[src/rtl/morfoloji_kenar_akis_if.sv]
// Valid/ready pixel stream used on both sides of the morphology pipeline.
interface morfoloji_kenar_akis_if #(
  parameter int unsigned VERI_W = 8
);
  logic [VERI_W-1:0] veri;
  logic              gecerli;
  logic              hazir;

  modport master (output veri, output gecerli, input hazir);
  modport slave  (input veri, input gecerli, output hazir);
endinterface

[src/rtl/morfoloji_kenar_akis.sv]
// Streaming threshold + 3x3 erosion/dilation with boundary extraction.
// Two rows of binarised history are kept in a shift register; no frame memory.
module morfoloji_kenar_akis #(
  parameter int unsigned GENISLIK  = 320,
  parameter int unsigned YUKSEKLIK = 240,
  parameter int unsigned VERI_W    = 8
) (
  input  logic                   clk_i,
  input  logic                   rst_i,
  morfoloji_kenar_akis_if.slave  giris,
  morfoloji_kenar_akis_if.master cikis,
  input  logic [VERI_W-1:0]      esik_i,
  input  logic [1:0]             mod_i,
  output logic                   cerceve_bitti_o,
  output logic [1:0]             durum_o
);

  typedef enum logic [1:0] {StAkis = 2'd0, StBosalt = 2'd1, StBitti = 2'd2} durum_e;

  localparam int unsigned Toplam = GENISLIK * YUKSEKLIK;
  localparam int unsigned KSon   = Toplam + GENISLIK + 1;
  localparam int unsigned KW     = $clog2(KSon + 1);
  localparam int unsigned CW     = $clog2(GENISLIK);
  localparam int unsigned SrLen  = 2 * GENISLIK + 2;

  localparam logic [KW-1:0] KSonK    = KW'(KSon);
  localparam logic [KW-1:0] KSonGir  = KW'(Toplam - 1);
  localparam logic [KW-1:0] KIlkCikt = KW'(GENISLIK + 1);
  localparam logic [CW-1:0] CSon     = CW'(GENISLIK - 1);

  durum_e            durum_q, durum_d;
  logic [KW-1:0]     k_q, k_d;
  logic [CW-1:0]     c_q, c_d;
  logic              ilk_q, ilk_d;
  logic [SrLen-1:0]  sr_q, sr_d;
  logic [VERI_W-1:0] esik_q, esik_d;
  logic [1:0]        mod_q, mod_d;
  logic [VERI_W-1:0] veri_q, veri_d;
  logic              gecerli_q, gecerli_d;

  logic              ilerle, kabul, tuket, yukle, yeni_bit, sonuc;
  logic              eroz, dil, ctr;
  logic [VERI_W-1:0] esik_etkin;
  logic [2:0]        ust, orta, alt, kolon_maske;
  logic [8:0]        pencere;

  assign ilerle          = !gecerli_q || cikis.hazir;
  assign giris.hazir     = (durum_q == StAkis) && ilerle;
  assign kabul           = giris.hazir && giris.gecerli;
  // Pixel 0 must already use the threshold being latched with it.
  assign esik_etkin      = (k_q == '0) ? esik_i : esik_q;
  assign yeni_bit        = kabul ? (giris.veri >= esik_etkin) : 1'b0;
  assign tuket           = kabul || ((durum_q == StBosalt) && ilerle && (k_q != KSonK));
  assign yukle           = tuket && (k_q >= KIlkCikt);

  // Bit order in each row: [2] left, [1] centre, [0] right.
  assign ust         = ilk_q ? 3'b000 : {sr_q[2*GENISLIK+1], sr_q[2*GENISLIK], sr_q[2*GENISLIK-1]};
  assign orta        = {sr_q[GENISLIK+1], sr_q[GENISLIK], sr_q[GENISLIK-1]};
  assign alt         = {sr_q[1], sr_q[0], yeni_bit};
  assign kolon_maske = {c_q != '0, 1'b1, c_q != CSon};
  assign pencere     = {ust & kolon_maske, orta & kolon_maske, alt & kolon_maske};
  assign eroz        = &pencere;
  assign dil         = |pencere;
  assign ctr         = orta[1];

  always_comb begin
    sonuc = 1'b0;
    unique case (mod_q)
      2'd0: sonuc = ctr & ~eroz;
      2'd1: sonuc = dil & ~ctr;
      2'd2: sonuc = eroz;
      2'd3: sonuc = dil;
      default: sonuc = 1'b0;
    endcase
  end

  always_comb begin
    durum_d   = durum_q;
    k_d       = k_q;
    c_d       = c_q;
    ilk_d     = ilk_q;
    sr_d      = sr_q;
    esik_d    = esik_q;
    mod_d     = mod_q;
    veri_d    = veri_q;
    gecerli_d = gecerli_q;

    if (cikis.hazir) gecerli_d = 1'b0;
    if (kabul && (k_q == '0)) begin
      esik_d = esik_i;
      mod_d  = mod_i;
    end
    if (tuket) begin
      k_d  = k_q + KW'(1);
      sr_d = {sr_q[SrLen-2:0], yeni_bit};
    end
    if (yukle) begin
      gecerli_d = 1'b1;
      veri_d    = {VERI_W{sonuc}};
      if (c_q == CSon) begin
        c_d   = '0;
        ilk_d = 1'b0;
      end else begin
        c_d = c_q + CW'(1);
      end
    end

    unique case (durum_q)
      StAkis: begin
        if (kabul && (k_q == KSonGir)) durum_d = StBosalt;
      end
      StBosalt: begin
        // With all flush zeros consumed, the held output is the frame's last one.
        if ((k_q == KSonK) && gecerli_q && cikis.hazir) durum_d = StBitti;
      end
      StBitti: begin
        k_d     = '0;
        c_d     = '0;
        ilk_d   = 1'b1;
        durum_d = StAkis;
      end
      default: durum_d = StAkis;
    endcase
  end

  always_ff @(posedge clk_i) begin
    if (!rst_i) begin
      durum_q   <= StAkis;
      k_q       <= '0;
      c_q       <= '0;
      ilk_q     <= 1'b1;
      sr_q      <= '0;
      esik_q    <= '0;
      mod_q     <= '0;
      veri_q    <= '0;
      gecerli_q <= 1'b0;
    end else begin
      durum_q   <= durum_d;
      k_q       <= k_d;
      c_q       <= c_d;
      ilk_q     <= ilk_d;
      sr_q      <= sr_d;
      esik_q    <= esik_d;
      mod_q     <= mod_d;
      veri_q    <= veri_d;
      gecerli_q <= gecerli_d;
    end
  end

  assign cikis.veri      = veri_q;
  assign cikis.gecerli   = gecerli_q;
  assign cerceve_bitti_o = (durum_q == StBitti);
  assign durum_o         = durum_q;

endmodule

[src/flat_wrapper.sv]
// flat-port wrapper written by rule: the top's interface ports become plain ports
module morfoloji_kenar_akis_flat 
#(
  parameter int unsigned GENISLIK  = 320,
  parameter int unsigned YUKSEKLIK = 240,
  parameter int unsigned VERI_W    = 8
)
  (clk_i, rst_i, esik_i, mod_i, cerceve_bitti_o, durum_o, giris_veri, giris_gecerli, giris_hazir, cikis_veri, cikis_gecerli, cikis_hazir);
  morfoloji_kenar_akis_if #(.VERI_W(VERI_W)) giris_i ();
  morfoloji_kenar_akis_if #(.VERI_W(VERI_W)) cikis_i ();
  input  logic clk_i;
  input  logic rst_i;
  input  logic [VERI_W-1:0] esik_i;
  input  logic [1:0] mod_i;
  output logic cerceve_bitti_o;
  output logic [1:0] durum_o;
  input wire logic [$bits(giris_i.veri)-1:0] giris_veri;
  input wire logic [$bits(giris_i.gecerli)-1:0] giris_gecerli;
  output wire logic [$bits(giris_i.hazir)-1:0] giris_hazir;
  output wire logic [$bits(cikis_i.veri)-1:0] cikis_veri;
  output wire logic [$bits(cikis_i.gecerli)-1:0] cikis_gecerli;
  input wire logic [$bits(cikis_i.hazir)-1:0] cikis_hazir;
  assign giris_i.veri = giris_veri;
  assign giris_i.gecerli = giris_gecerli;
  assign giris_hazir = giris_i.hazir;
  assign cikis_veri = cikis_i.veri;
  assign cikis_gecerli = cikis_i.gecerli;
  assign cikis_i.hazir = cikis_hazir;
  morfoloji_kenar_akis #(.GENISLIK(GENISLIK), .YUKSEKLIK(YUKSEKLIK), .VERI_W(VERI_W)) u_core (.clk_i(clk_i), .rst_i(rst_i), .giris(giris_i), .cikis(cikis_i), .esik_i(esik_i), .mod_i(mod_i), .cerceve_bitti_o(cerceve_bitti_o), .durum_o(durum_o));
endmodule
[config.mk]
export PLATFORM = sky130hd
export DESIGN_NAME = morfoloji_kenar_akis_flat
export DESIGN_NICKNAME = d
export VERILOG_FILES = /design/src/rtl/morfoloji_kenar_akis_if.sv /design/src/rtl/morfoloji_kenar_akis.sv /design/src/flat_wrapper.sv
export SDC_FILE = /design/constraint.sdc
export NUM_CORES = 1
export LEC_CHECK = 0
export CORE_ASPECT_RATIO = 1.4
export CORE_MARGIN = 2
export CORE_UTILIZATION = 36
export CTS_CLUSTER_DIAMETER = 50
export DETAILED_ROUTE_END_ITERATION = 16
export GPL_TIMING_DRIVEN = 0
export PLACE_DENSITY = 0.59
export REMOVE_ABC_BUFFERS = 1
export SLEW_MARGIN = 20
export SYNTH_ARGS = -nofsm -noshare
export SYNTH_HDL_FRONTEND = slang
export SYNTH_SLANG_ARGS = --single-unit
export TNS_END_PERCENT = 100
[constraint.sdc]
create_clock -name clk_i -period 6.3 [get_ports clk_i]
set_input_delay 1.26 -clock clk_i [delete_from_list [all_inputs] [get_ports clk_i]]
set_output_delay 1.26 -clock clk_i [all_outputs]
set_load 0.01 [all_outputs]
==> out/summary.txt <==
Least-Margin Pin Slew = 767.5 ps
Max transition margin = 0.4864
Post-synthesis area per instance = 8.505 sq um
GRT Total Usage = 0.1164
Netlist cell types = 54
Instance count of the mapped netlist = 3064
Critical path data arrival time = 2510 ps
Initial antenna violation count = 0
IR Drop Worst-Case VDD = 0.0001458 V
Number of cells after detailed placement = 3858
Placeable core region = 71550 sq um
Share of the clock period used by the worst path after layout = 0.5980
Data required time at the worst endpoint = 5040 ps
Number of enable-type register cells in the synthesized netlist = 0
Floorplan row count = 116
FF+latch count, synth = 683
Deepest clock path buffer count = 3
First-pass GRT wire length = 77560 um
CTS clock-pin slew for the worst setup and hold paths = 60 ps
Cell types with the largest area share after synthesis = dfxtp_1 52%, nand2_1 19%, a21boi_0 14%
Vias = 18550
Number of DRC markers after the initial detailed-route iteration = 1023
Comb power frac = 0.045
Level count of the clock H-tree = 3
Die height = 322.3 um
DRT antenna net count = 0
Setup Buffers After CTS = 0
Net Switching = 1.855 mW
Synthesized area = 26060 sq um
Type of element launching the critical path = primary input
Number of nets in the layout = 3017
Proportion of layout cells with a drive suffix above 1 = 0.05020
CTS tree = built
GR Overflow Total = 0
Final Routed Wirelength = 43020 um
Post-synth top area share = 0.5247
I/O pin count = 35
# DRC = 0
DR WL/cell = 10.83 um
Type of the worst setup path = primary input to primary output
Minimum clock period = 3767 ps
Run status = finished clean
Vias in the first global route = 17760
CTS buffer count = 66
Final setup viols = 0
Share of async-settable or async-resettable flops after synthesis = 0
Number of optimization iterations in the first detailed-route pass = 5
Effective utilization at floorplan = 0.3642
Hold Path Class = register to register
Reported leakage power = 9.509 nW
Areal power density over the cells = 289.4 nW/um^2
Antenna Cells = 0
Maximum fanout along the worst path = 3
Maximum number of pins on one net before global-route repair = 153
Clock skew after layout = 20.57 ps
Port Buf Inserts = 34
Final TNS setup = 0 ps
CTS Root Cell = clkbuf_16
Post-DR vias/cell = 4.670
P&R area growth vs syn = 13.89%
Post-CTS Hold Fix Bufs = 0
Die area = 74580 sq um
Post-synth top flop = dfxtp_1
Gp weighted congestion = 0.6934
Commonest non-fill, non-tap cell in the layout = nand2_1
Switching power share of the total = 0.2159
Internal power = 6.734 mW
Clock latency on the worst-skew pair = 590 ps
Highest-count cells in the layout ignoring fill and taps = 1302 x nand2_1, 683 x dfxtp_1, 473 x a21boi_0
Setup repair after global routing missed its margin = no
Half-perimeter wire length after detailed placement = 24610 um
Type of destination of the critical path = primary output
Register area share after synthesis = 0.5247
Die width = 231.4 um
Reported max-cap violation count = 0
Yosys Warn Count = 0
Hold Fails Final Rpt = 0
Sequential share of power = 0.504
Post-cts resize count = 0
Clock network power share = 0.451
Number of non-filler instances in the completed layout = 3972
Peak clock frequency supported by timing = 265.4 MHz
Final Slew Violations = 0
Clock Sink Count = 683
Library cell occupying the most area in the post-synthesis netlist = dfxtp_1
synth_stat cells (3+ instances only):
| cell type | count |
|---|---|
| a21boi_0 | 473 |
| a21boi_1 | 168 |
| a21oi_1 | 9 |
| a31oi_1 | 3 |
| and3_1 | 4 |
| and4_1 | 4 |
| buf_2 | 3 |
| buf_4 | 62 |
| buf_6 | 16 |
| clkbuf_1 | 147 |
| dfxtp_1 | 683 |
| ha_1 | 13 |
| inv_1 | 10 |
| mux2i_1 | 19 |
| nand2_1 | 1302 |
| nand2b_1 | 4 |
| nand3_1 | 11 |
| nand4_1 | 6 |
| nand4b_1 | 4 |
| nor2_1 | 32 |
| nor2b_1 | 14 |
| nor3_1 | 11 |
| nor4_1 | 5 |
| o21a_1 | 4 |
| o21ai_0 | 5 |
| or3_1 | 3 |
| xnor2_1 | 11 |
| xor2_1 | 6 |
layout make-up:
type	count	area, sq um
Timing Repair Buffer	81	1521
Multi-Input combinational cell	2140	11140
Clock buffer	100	1931
Fill cell	7147	41880
Tap cell	944	1181
Sequential cell	683	13670
Clock inverter	14	196.4
Inverter	10	37.54
cells by family (layout without fill, tap and decap cells):
kind of cell / count (synthesis) / in the layout / synth area share
buf+inv: 241 / 205 / 0.04926
mux: 20 / 20 / 0.007730
fa+ha+maj: 13 / 13 / 0.006242
simple gates: 1413 / 1413 / 0.2124
xor+xnor: 17 / 17 / 0.005714
flops: 683 / 683 / 0.5247
compound gates: 677 / 677 / 0.1940
power groups by stage:
| stage | clock, mW | combinational [mW] | sequential [mW] |
|---|---|---|---|
| 2_1_floorplan | 0 | 0.178 | 4.42 |
| 3_3_place_gp | 0 | 0.484 | 4.43 |
| 3_5_place_dp | 0 | 0.397 | 4.43 |
| 4_1_cts | 4.03 | 0.398 | 4.33 |
| 5_1_grt | 4.21 | 0.423 | 4.33 |
| 6_report | 3.87 | 0.386 | 4.33 |
state kept, by name (all words and copies together), names as in the netlist:
signal,count
u_core.c_q,9
u_core.cikis.gecerli,1
u_core.cikis.veri,1
u_core.durum_o,2
u_core.esik_q,8
u_core.ilk_q,1
u_core.k_q,17
u_core.mod_q,2
u_core.sr_q,642
stage by stage:
step                setup WS [ps]  utilization  cell area (sq um)  hold slack [ps]  total power [mW]
floorplan                  -21700            -              24810            431.0             4.603
global placement           -37590       0.3680              26330            437.1             4.910
detailed placement           2336       0.3850              27550            441.9             4.823
CTS                          2399       0.4148              29680            448.3             8.755
global route                 2312       0.4148              29680            463.9             8.955
finish                       2533       0.4148              29680            445.3             8.588
worst max-delay path, stage by stage:
cell,delay [ps]
clkdlybuf4s50_1,490
nor2b_1,70
nor3_1,130
clkdlybuf4s50_1,560
routing by layer:
layer | wire [um] | vias up | global-route usage
li1 | - | 9708 | -
met1 | 20950 | 8654 | 0.1401
met2 | 19880 | 127 | 0.2080
met3 | 1307 | 62 | 0.02024
met4 | 883 | 0 | 0.03885
met5 | 0 | - | 0
final timing paths:
kind / start / end / slack [ps] / cells past startpoint
worst max-delay path: cikis_hazir / giris_hazir / 2530 / 4
worst min-delay path: u_core.sr_q[367] / u_core.sr_q[368] / 450 / 2
worst max register to register: u_core.k_q[9] / u_core.cikis.veri[0] / 2580 / 11
worst min register to register: u_core.sr_q[367] / u_core.sr_q[368] / 450 / 2
No activity file was read; power rests on OpenSTA's default activity.
